## src/rtl/cp0_reg.sv

```systemverilog
// Coprocessor-0 register file: architected CP0 state, Count/Compare timer,
// interrupt line latch and exception/ERET side effects on Status, Cause, EPC.
module cp0_reg #(
   parameter logic [31:0] PRID_VALUE   = 32'h004c0102,
   parameter logic [31:0] CONFIG_VALUE = 32'h00008000
) (
   input  logic        clk,
   input  logic        rst_n,
   input  logic        we_i,
   input  logic [4:0]  waddr_i,
   input  logic [31:0] data_i,
   input  logic [4:0]  raddr_i,
   input  logic [5:0]  int_i,
   input  logic [31:0] excepttype_i,
   input  logic [31:0] current_inst_addr_i,
   input  logic        is_in_delayslot_i,
   output logic [31:0] data_o,
   output logic [31:0] count_o,
   output logic [31:0] compare_o,
   output logic [31:0] status_o,
   output logic [31:0] cause_o,
   output logic [31:0] epc_o,
   output logic [31:0] config_o,
   output logic [31:0] prid_o,
   output logic        timer_int_o
);

   localparam logic [4:0] REG_COUNT   = 5'd9;
   localparam logic [4:0] REG_COMPARE = 5'd11;
   localparam logic [4:0] REG_STATUS  = 5'd12;
   localparam logic [4:0] REG_CAUSE   = 5'd13;
   localparam logic [4:0] REG_EPC     = 5'd14;
   localparam logic [4:0] REG_PRID    = 5'd15;
   localparam logic [4:0] REG_CONFIG  = 5'd16;

   localparam logic [31:0] STATUS_RESET = 32'h10000000;

   logic [31:0] count_reg, count_next;
   logic [31:0] compare_reg, compare_next;
   logic [31:0] status_reg, status_next;
   logic [31:0] cause_reg, cause_next;
   logic [31:0] epc_reg, epc_next;
   logic        timer_int_reg, timer_int_next;

   logic        exc_valid;
   logic        exc_eret;
   logic [4:0]  exc_code;

   always_comb begin
      exc_valid = 1'b0;
      exc_eret  = 1'b0;
      exc_code  = 5'd0;
      case (excepttype_i)
         32'h0000_0001: begin exc_valid = 1'b1; exc_code = 5'd0;  end
         32'h0000_0008: begin exc_valid = 1'b1; exc_code = 5'd8;  end
         32'h0000_000a: begin exc_valid = 1'b1; exc_code = 5'd10; end
         32'h0000_000c: begin exc_valid = 1'b1; exc_code = 5'd12; end
         32'h0000_000d: begin exc_valid = 1'b1; exc_code = 5'd13; end
         32'h0000_000e: exc_eret = 1'b1;
         default: ;
      endcase
   end

   // Write lands first; interrupt latch and exception fields then override.
   always_comb begin
      count_next     = count_reg + 32'd1;
      compare_next   = compare_reg;
      status_next    = status_reg;
      cause_next     = cause_reg;
      epc_next       = epc_reg;
      timer_int_next = timer_int_reg |
                       ((compare_reg != 32'd0) && (count_reg == compare_reg));

      if (we_i) begin
         case (waddr_i)
            REG_COUNT:   count_next = data_i;
            REG_COMPARE: begin
               compare_next   = data_i;
               timer_int_next = 1'b0;
            end
            REG_STATUS:  status_next = data_i;
            REG_EPC:     epc_next = data_i;
            REG_CAUSE: begin
               cause_next[9:8]   = data_i[9:8];
               cause_next[23:22] = data_i[23:22];
            end
            default: ;
         endcase
      end

      cause_next[15:10] = int_i;

      if (exc_valid) begin
         // A nested exception (EXL already set) keeps the original EPC and BD.
         if (!status_reg[1]) begin
            if (is_in_delayslot_i) begin
               epc_next      = current_inst_addr_i - 32'd4;
               cause_next[31] = 1'b1;
            end else begin
               epc_next      = current_inst_addr_i;
               cause_next[31] = 1'b0;
            end
         end
         status_next[1]  = 1'b1;
         cause_next[6:2] = exc_code;
      end else if (exc_eret) begin
         status_next[1] = 1'b0;
      end
   end

   always_ff @(posedge clk) begin
      if (!rst_n) begin
         count_reg     <= 32'd0;
         compare_reg   <= 32'd0;
         status_reg    <= STATUS_RESET;
         cause_reg     <= 32'd0;
         epc_reg       <= 32'd0;
         timer_int_reg <= 1'b0;
      end else begin
         count_reg     <= count_next;
         compare_reg   <= compare_next;
         status_reg    <= status_next;
         cause_reg     <= cause_next;
         epc_reg       <= epc_next;
         timer_int_reg <= timer_int_next;
      end
   end

   always_comb begin
      data_o = 32'd0;
      case (raddr_i)
         REG_COUNT:   data_o = count_reg;
         REG_COMPARE: data_o = compare_reg;
         REG_STATUS:  data_o = status_reg;
         REG_CAUSE:   data_o = cause_reg;
         REG_EPC:     data_o = epc_reg;
         REG_PRID:    data_o = PRID_VALUE;
         REG_CONFIG:  data_o = CONFIG_VALUE;
         default:     data_o = 32'd0;
      endcase
   end

   assign count_o     = count_reg;
   assign compare_o   = compare_reg;
   assign status_o    = status_reg;
   assign cause_o     = cause_reg;
   assign epc_o       = epc_reg;
   assign config_o    = CONFIG_VALUE;
   assign prid_o      = PRID_VALUE;
   assign timer_int_o = timer_int_reg;

endmodule

```

## config.mk

```make
export PLATFORM = sky130hd
export DESIGN_NAME = cp0_reg
export DESIGN_NICKNAME = d
export VERILOG_FILES = /design/src/rtl/cp0_reg.sv
export SDC_FILE = /design/constraint.sdc
export NUM_CORES = 1
export LEC_CHECK = 0
export BUFFER_PORTS_ARGS = -buffer_cell sky130_fd_sc_hd__buf_2
export CORE_MARGIN = 3
export CORE_UTILIZATION = 44
export DETAILED_ROUTE_END_ITERATION = 7
export PLACE_DENSITY = 0.82
export SLEW_MARGIN = 20
export SYNTH_ARGS = -nofsm -noshare
export SYNTH_HDL_FRONTEND = slang
export SYNTH_SLANG_ARGS = --single-unit
```

## constraint.sdc

```tcl
create_clock -name clk -period 1.8 [get_ports clk]
set_input_delay 0 -clock clk [delete_from_list [all_inputs] [get_ports clk]]
set_output_delay 0 -clock clk [all_outputs]
set_load 0.1 [all_outputs]
```

# Yosys cells after proc, flatten, opt, wreduce, memory -nomap -nowiden
# Index checks and enable logic that the tools add are counted.
dict set report totals {
  reg_bits 145
  wordCells 61
  inputBits 116
  out_inout_bits 257
}
dict set report classes {
  eq_ne 19
  reduce_logical 10
  n_bitwise 2
  n_mux 18
  add_sub_neg 2
}
# operator count
set ops {}
lappend ops {{$mux W32} 7}
lappend ops {{$pmux W32 S7} 1}
lappend ops {{$eq A32 B4 Y1 const B} 5}
lappend ops {{$eq A5 B4 Y1 const B} 11}
lappend ops {{$add A32 B1 Y32 const B} 1}
lappend ops {{$eq A32 B1 Y1 const B} 1}
lappend ops {{$eq A32 B32 Y1} 1}
lappend ops {{$reduce_bool A32 Y1} 1}
lappend ops {{$sub A32 B3 Y32 const B} 1}
lappend ops {{$pmux W4 S4} 1}
lappend ops {{$reduce_and A2 Y1} 5}
lappend ops {{$mux W1} 7}
lappend ops {{$reduce_bool A3 Y1} 2}
lappend ops {{$eq A5 B5 Y1 const B} 1}
lappend ops {{$reduce_or A5 Y1} 1}
lappend ops {{$mux W2} 2}
lappend ops {{$logic_and A1 B1 Y1} 1}
lappend ops {{$not A1 Y1} 1}
lappend ops {{$or A1 B1 Y1} 1}

# Logic depth before layout (Yosys ltp)
dict set report logic_depth {
  ltp_word 5
  depth_mapped 7
  ltp_nobuf 7
}

# Worst setup path after synthesis
# Ideal clock, no wire load.
dict set report synth_timing {
  path_type {register to output}
  from {reg count_reg[15] (netlist: count_o[15])}
  to {out data_o[15]}
  stages_incl_launch_ff 5
  path_buffers 0
  setup_slack_ns -1.758
  arrival_ns 3.558
  required_ns 1.800
  path_cell_list {dfxtp_1 -> inv_1 -> o22ai_1 -> nor2_1 -> o21ai_0}
}
dict set report synth_between {
  elab_chain_len 1
}
# element line
set synth_lines {}
lappend synth_lines {{start, declared} 38} ;# logic [31:0] count_reg, count_next;
lappend synth_lines {{start signal, assigned} 120} ;# count_reg <= count_next;
lappend synth_lines {{$pmux W32 S7} 131} ;# case (raddr_i)
lappend synth_lines {{end, declared} 17} ;# output logic [31:0] data_o,
# No other way between the ends.

# Worst setup path in the final report
dict set report layout_timing {
  from {reg compare_reg[31] (netlist: compare_o[31])}
  to {out data_o[31]}
}
dict set report layout_between {
  elab_chain_len 1
}
# element line
set layout_lines {}
lappend layout_lines {{start, declared} 39} ;# logic [31:0] compare_reg, compare_next;
lappend layout_lines {{start signal, assigned} 121} ;# compare_reg <= compare_next;
lappend layout_lines {{$pmux W32 S7} 131}
# No other way between the ends.

==> flow_metrics.py <==
metrics = {
    "outcome": {
        "status": "finished, final reports clean",
    },
    "die": {
        "fp.dieArea_sq_um": 21300,
        "io-pin-count": 373,
        "fp.dieW_um": 146,
        "die_h_um": 146,
        "std_cell_rows": 50,
        "start_util_pct": 45.4,
        "core_area_sq_um": 19000,
    },
    "cells_and_area": {
        "syn2layout_area_growth_pct": 43.8,
        "fillerInstances": 1546,
        "finalInstanceArea_sq_um": 12400,
        "layout.area.seq_sq_um": 3020,
        "final_net_count": 1506,
        "multi_input_area_sq_um": 5500,
        "layout.cells.non_filler": 1661,
        "drive_above_1_share_pct": 35.1,
        "num_antenna_cells": 0,
    },
    "logic_synthesis": {
        "synth_sequential_area_ratio_pct": 33.4,
        "synth.largest_area_cell": "dfxtp_1",
        "synth_seq_cells": 144,
        "synth.lib_cells_used.distinct": 53,
        "synth_cells": 1051,
        "synth_enable_flop_cells": 0,
        "asyncSetResetFlopFracSynth_pct": 0,
        "ys.flop_type": "dfxtp_1",
        "yosysWarningCount": 0,
        "syn-cell-area_sq_um": 8640,
        "synth.cells.most_frequent": "150 x nand2_1, 144 x dfxtp_1, 111 x a21oi_1",
        "syn-mean-instance-area_sq_um": 8.22,
        "yosysMostFrequentCell": "nand2_1",
        "netlist_top_cells_area": "dfxtp_1 33%, mux2i_1 8.2%, buf_4 7.3%",
        "synthDominantCellAreaShare_pct": 33.4,
    },
    "power": {
        "share_clk_of_total_power_pct": 41.1,
        "power_density_nw_per_um2": 713,
        "power_leakage_nw": 5.22,
        "p_seq_share_pct": 37.0,
        "p_switching_mw": 3.05,
        "vdd.ir_drop.worst_v": 0.000716,
        "combinationalPowerShare_pct": 22.0,
        "netSwitchingFraction_pct": 34.5,
        "internal_power_mw": 5.80,
    },
    "hold_path": {
        "timing.hold.worst.class": "input pin to flop",
        "whs_endpoint": "epc_o[17]",
        "hp-start": "current_inst_addr_i[17]",
        "timing.hold.worst_path_depth": 3,
    },
    "grt": {
        "grt.overflow.total": 0,
        "grt_pass1_vias": 8833,
        "grt_start_max_net_pins": 66,
        "grt_pass1_wl_um": 52100,
        "overall_routing_resource_usage_pct": 31.0,
        "grt_antenna_before_repair": 1,
    },
    "drt": {
        "drcViolationCount": 0,
        "antenna_violating_nets_post_route": 0,
        "via_count": 9391,
        "detail_route.first_pass.iterations": 6,
        "post_drt_wl_per_cell_um": 21.0,
        "wl_um": 34800,
        "drt-initial-drc-count": 1145,
        "vias_per_cell": 5.65,
    },
    "timing": {
        "post-route-period-util_pct": 99.0,
        "finalHoldWorstSlack_ps": 19.9,
        "report.final.hold_viol_count": 0,
        "max_clock_freq_ghz": 0.561,
        "maxSlewViolCount": 0,
        "skew_ps": 13.5,
        "final_critical_period_ps": 1780,
        "slew_headroom_pct": 59.3,
        "setup_viol": 0,
        "worst-slew-pin-transition_ps": 610,
    },
    "placement": {
        "post_place_cells": 1556,
        "place.port_buffers": 291,
        "place_area_sq_um": 11000,
        "place.gp.congestion": 0.977,
        "dpl.hpwl_um": 25200,
    },
    "setup_path": {
        "critical_path_buf_inv_count": 1,
        "critical_path_source_type": "flop",
        "timing.critical_path.slowest_stage_cell": "dfxtp_2",
        "crit_path_end_kind": "output port",
        "r2r_cells": 7,
        "cpLargestDelayFamily": "compound AO/OA/AOI/OAI gates",
        "timing.critical_path.arrival_ps": 1780,
        "critical_path_peak_fanout": 5,
        "worstPathRequired_ps": 1800,
        "r2r-end": "count_o[30]",
        "r2r-start": "count_o[0]",
        "reg2reg_slack_ps": 150,
        "timing.critical_path.slowest_cell_delay_ps": 350,
        "critPathKind": "flop to output port",
        "worstPathCellList": "mux2i_1 -> o2bb2ai_1 -> a221o_2 -> buf_12",
    },
    "clock_network": {
        "tritoncts_clock_tree": "done",
        "clkSinkCount": 144,
        "cts-root-buf": "clkbuf_16",
        "cts-root-to-sink-buffers": 2,
        "clk_latency_worst_skew_pair_ps": 430,
        "cts.repair_timing.setup_buffer_count": 0,
        "clkSlewWorstSetupHoldPaths_ps": 60,
        "cts-buffers-inserted": 17,
        "htree_num_levels": 4,
    },
    "flow_run": {
        "max-cap-violations": 0,
    },
}
worst max path at each step:
stage / startpoint / endpoint / depth (start not counted) / slack [ps]
2_1_floorplan: status_o[15] / data_o[15] / 4 / -80
3_3_place_gp: current_inst_addr_i[2] / epc_o[26] / 8 / 240
3_5_place_dp: excepttype_i[3] / epc_o[7] / 7 / 180
4_1_cts: count_o[4] / data_o[4] / 4 / 20
5_1_grt: is_in_delayslot_i / epc_o[23] / 7 / -40
6_report: compare_o[31] / data_o[31] / 4 / 20
worst min-delay path: cells and delay by family:
kind            cells  cell delay (ps)
buf+inv             1              140
xor+xnor            1              110
compound gates      1              160
per-stage QoR:
| step | TNS [ps] | setup slack [ps] | utilization, % | power (mW) |
|---|---|---|---|---|
| finish | 0 | 18.8 | 65.3 | 8.85 |
| global placement | 0 | 239 | 57.8 | 5.11 |
| global route | -44.5 | -44.5 | 65.3 | 9.09 |
| CTS | 0 | 18.2 | 64.9 | 8.82 |
| detailed placement | 0 | 178 | 57.8 | 5.12 |
| floorplan | -158 | -84.6 | - | 4.84 |
timing repair:
action	in CTS	in global routing
pin swaps	0	1
resized for setup	1	14
hold buffers	74	0
hold endpoints to repair	139	0
endpoints found under the setup margin	1	13
gates cloned	0	1
sequential cells by signal (all words and copies together), names as in the netlist:
signal,flops
compare_o,32
count_o,32
epc_o,32
status_o,32
cause_o,15
timer_int_o,1
area by class of cell:
cell class	instances	area share (%)
well taps	260	2.62
clock inverters	11	0.786
multi-input cells	827	44.3
clock buffers	21	4.14
inverters	6	0.191
repair buffers	392	23.6
flip-flops and latches	144	24.3
metal layers:
layer  vias to the layer above  wire length (um)  global-route usage, %
li1                       4229                 -                      -
met1                      4443             13600                   39.9
met2                       617             16500                   50.8
met3                       100              3570                   7.45
met4                         2              1170                   11.2
met5                         -                 7                      0
layout by cell type (no fill, tap or decap), types with 8 or more instances in the layout:
cell type        n
a22oi_1         14
o2bb2ai_1       12
o21ai_4         17
nand4_1         18
xor2_1          44
mux2i_1         65
clkbuf_16       20
nor2_1          47
dlygate4sd3_1   72
nand3_1         19
conb_1          81
o21ai_0         21
and2_1           8
a221o_2         12
dfxtp_2         47
nor3_1           8
dfxtp_1         76
a211oi_1        23
xnor2_1         44
buf_4           22
o21a_1          21
and3_1          10
dfxtp_4         21
a21oi_1        111
buf_2          260
nand2_1        149
buf_12          36
nor4_1          21
logic make-up (layout without fill, tap and decap cells):
logic type	Yosys count	in the layout	synth area share, %
simple gates	337	338	20.5
fa+ha+maj	2	2	0.290
xor+xnor	89	89	9.03
buf+inv	160	430	10.8
flops	144	144	33.4
mux	71	71	8.23
other cells	2	81	0.0870
compound gates	246	246	17.7
power by group through the flow:
stage | Combinational (mW) | Sequential (mW) | Clock (mW)
2_1_floorplan | 1.24 | 3.61 | 0
3_3_place_gp | 1.77 | 3.33 | 0
3_5_place_dp | 1.78 | 3.34 | 0
4_1_cts | 1.91 | 3.27 | 3.65
5_1_grt | 2.01 | 3.27 | 3.81
6_report | 1.94 | 3.27 | 3.64
Note: power is estimated with default switching activity, not from simulation.
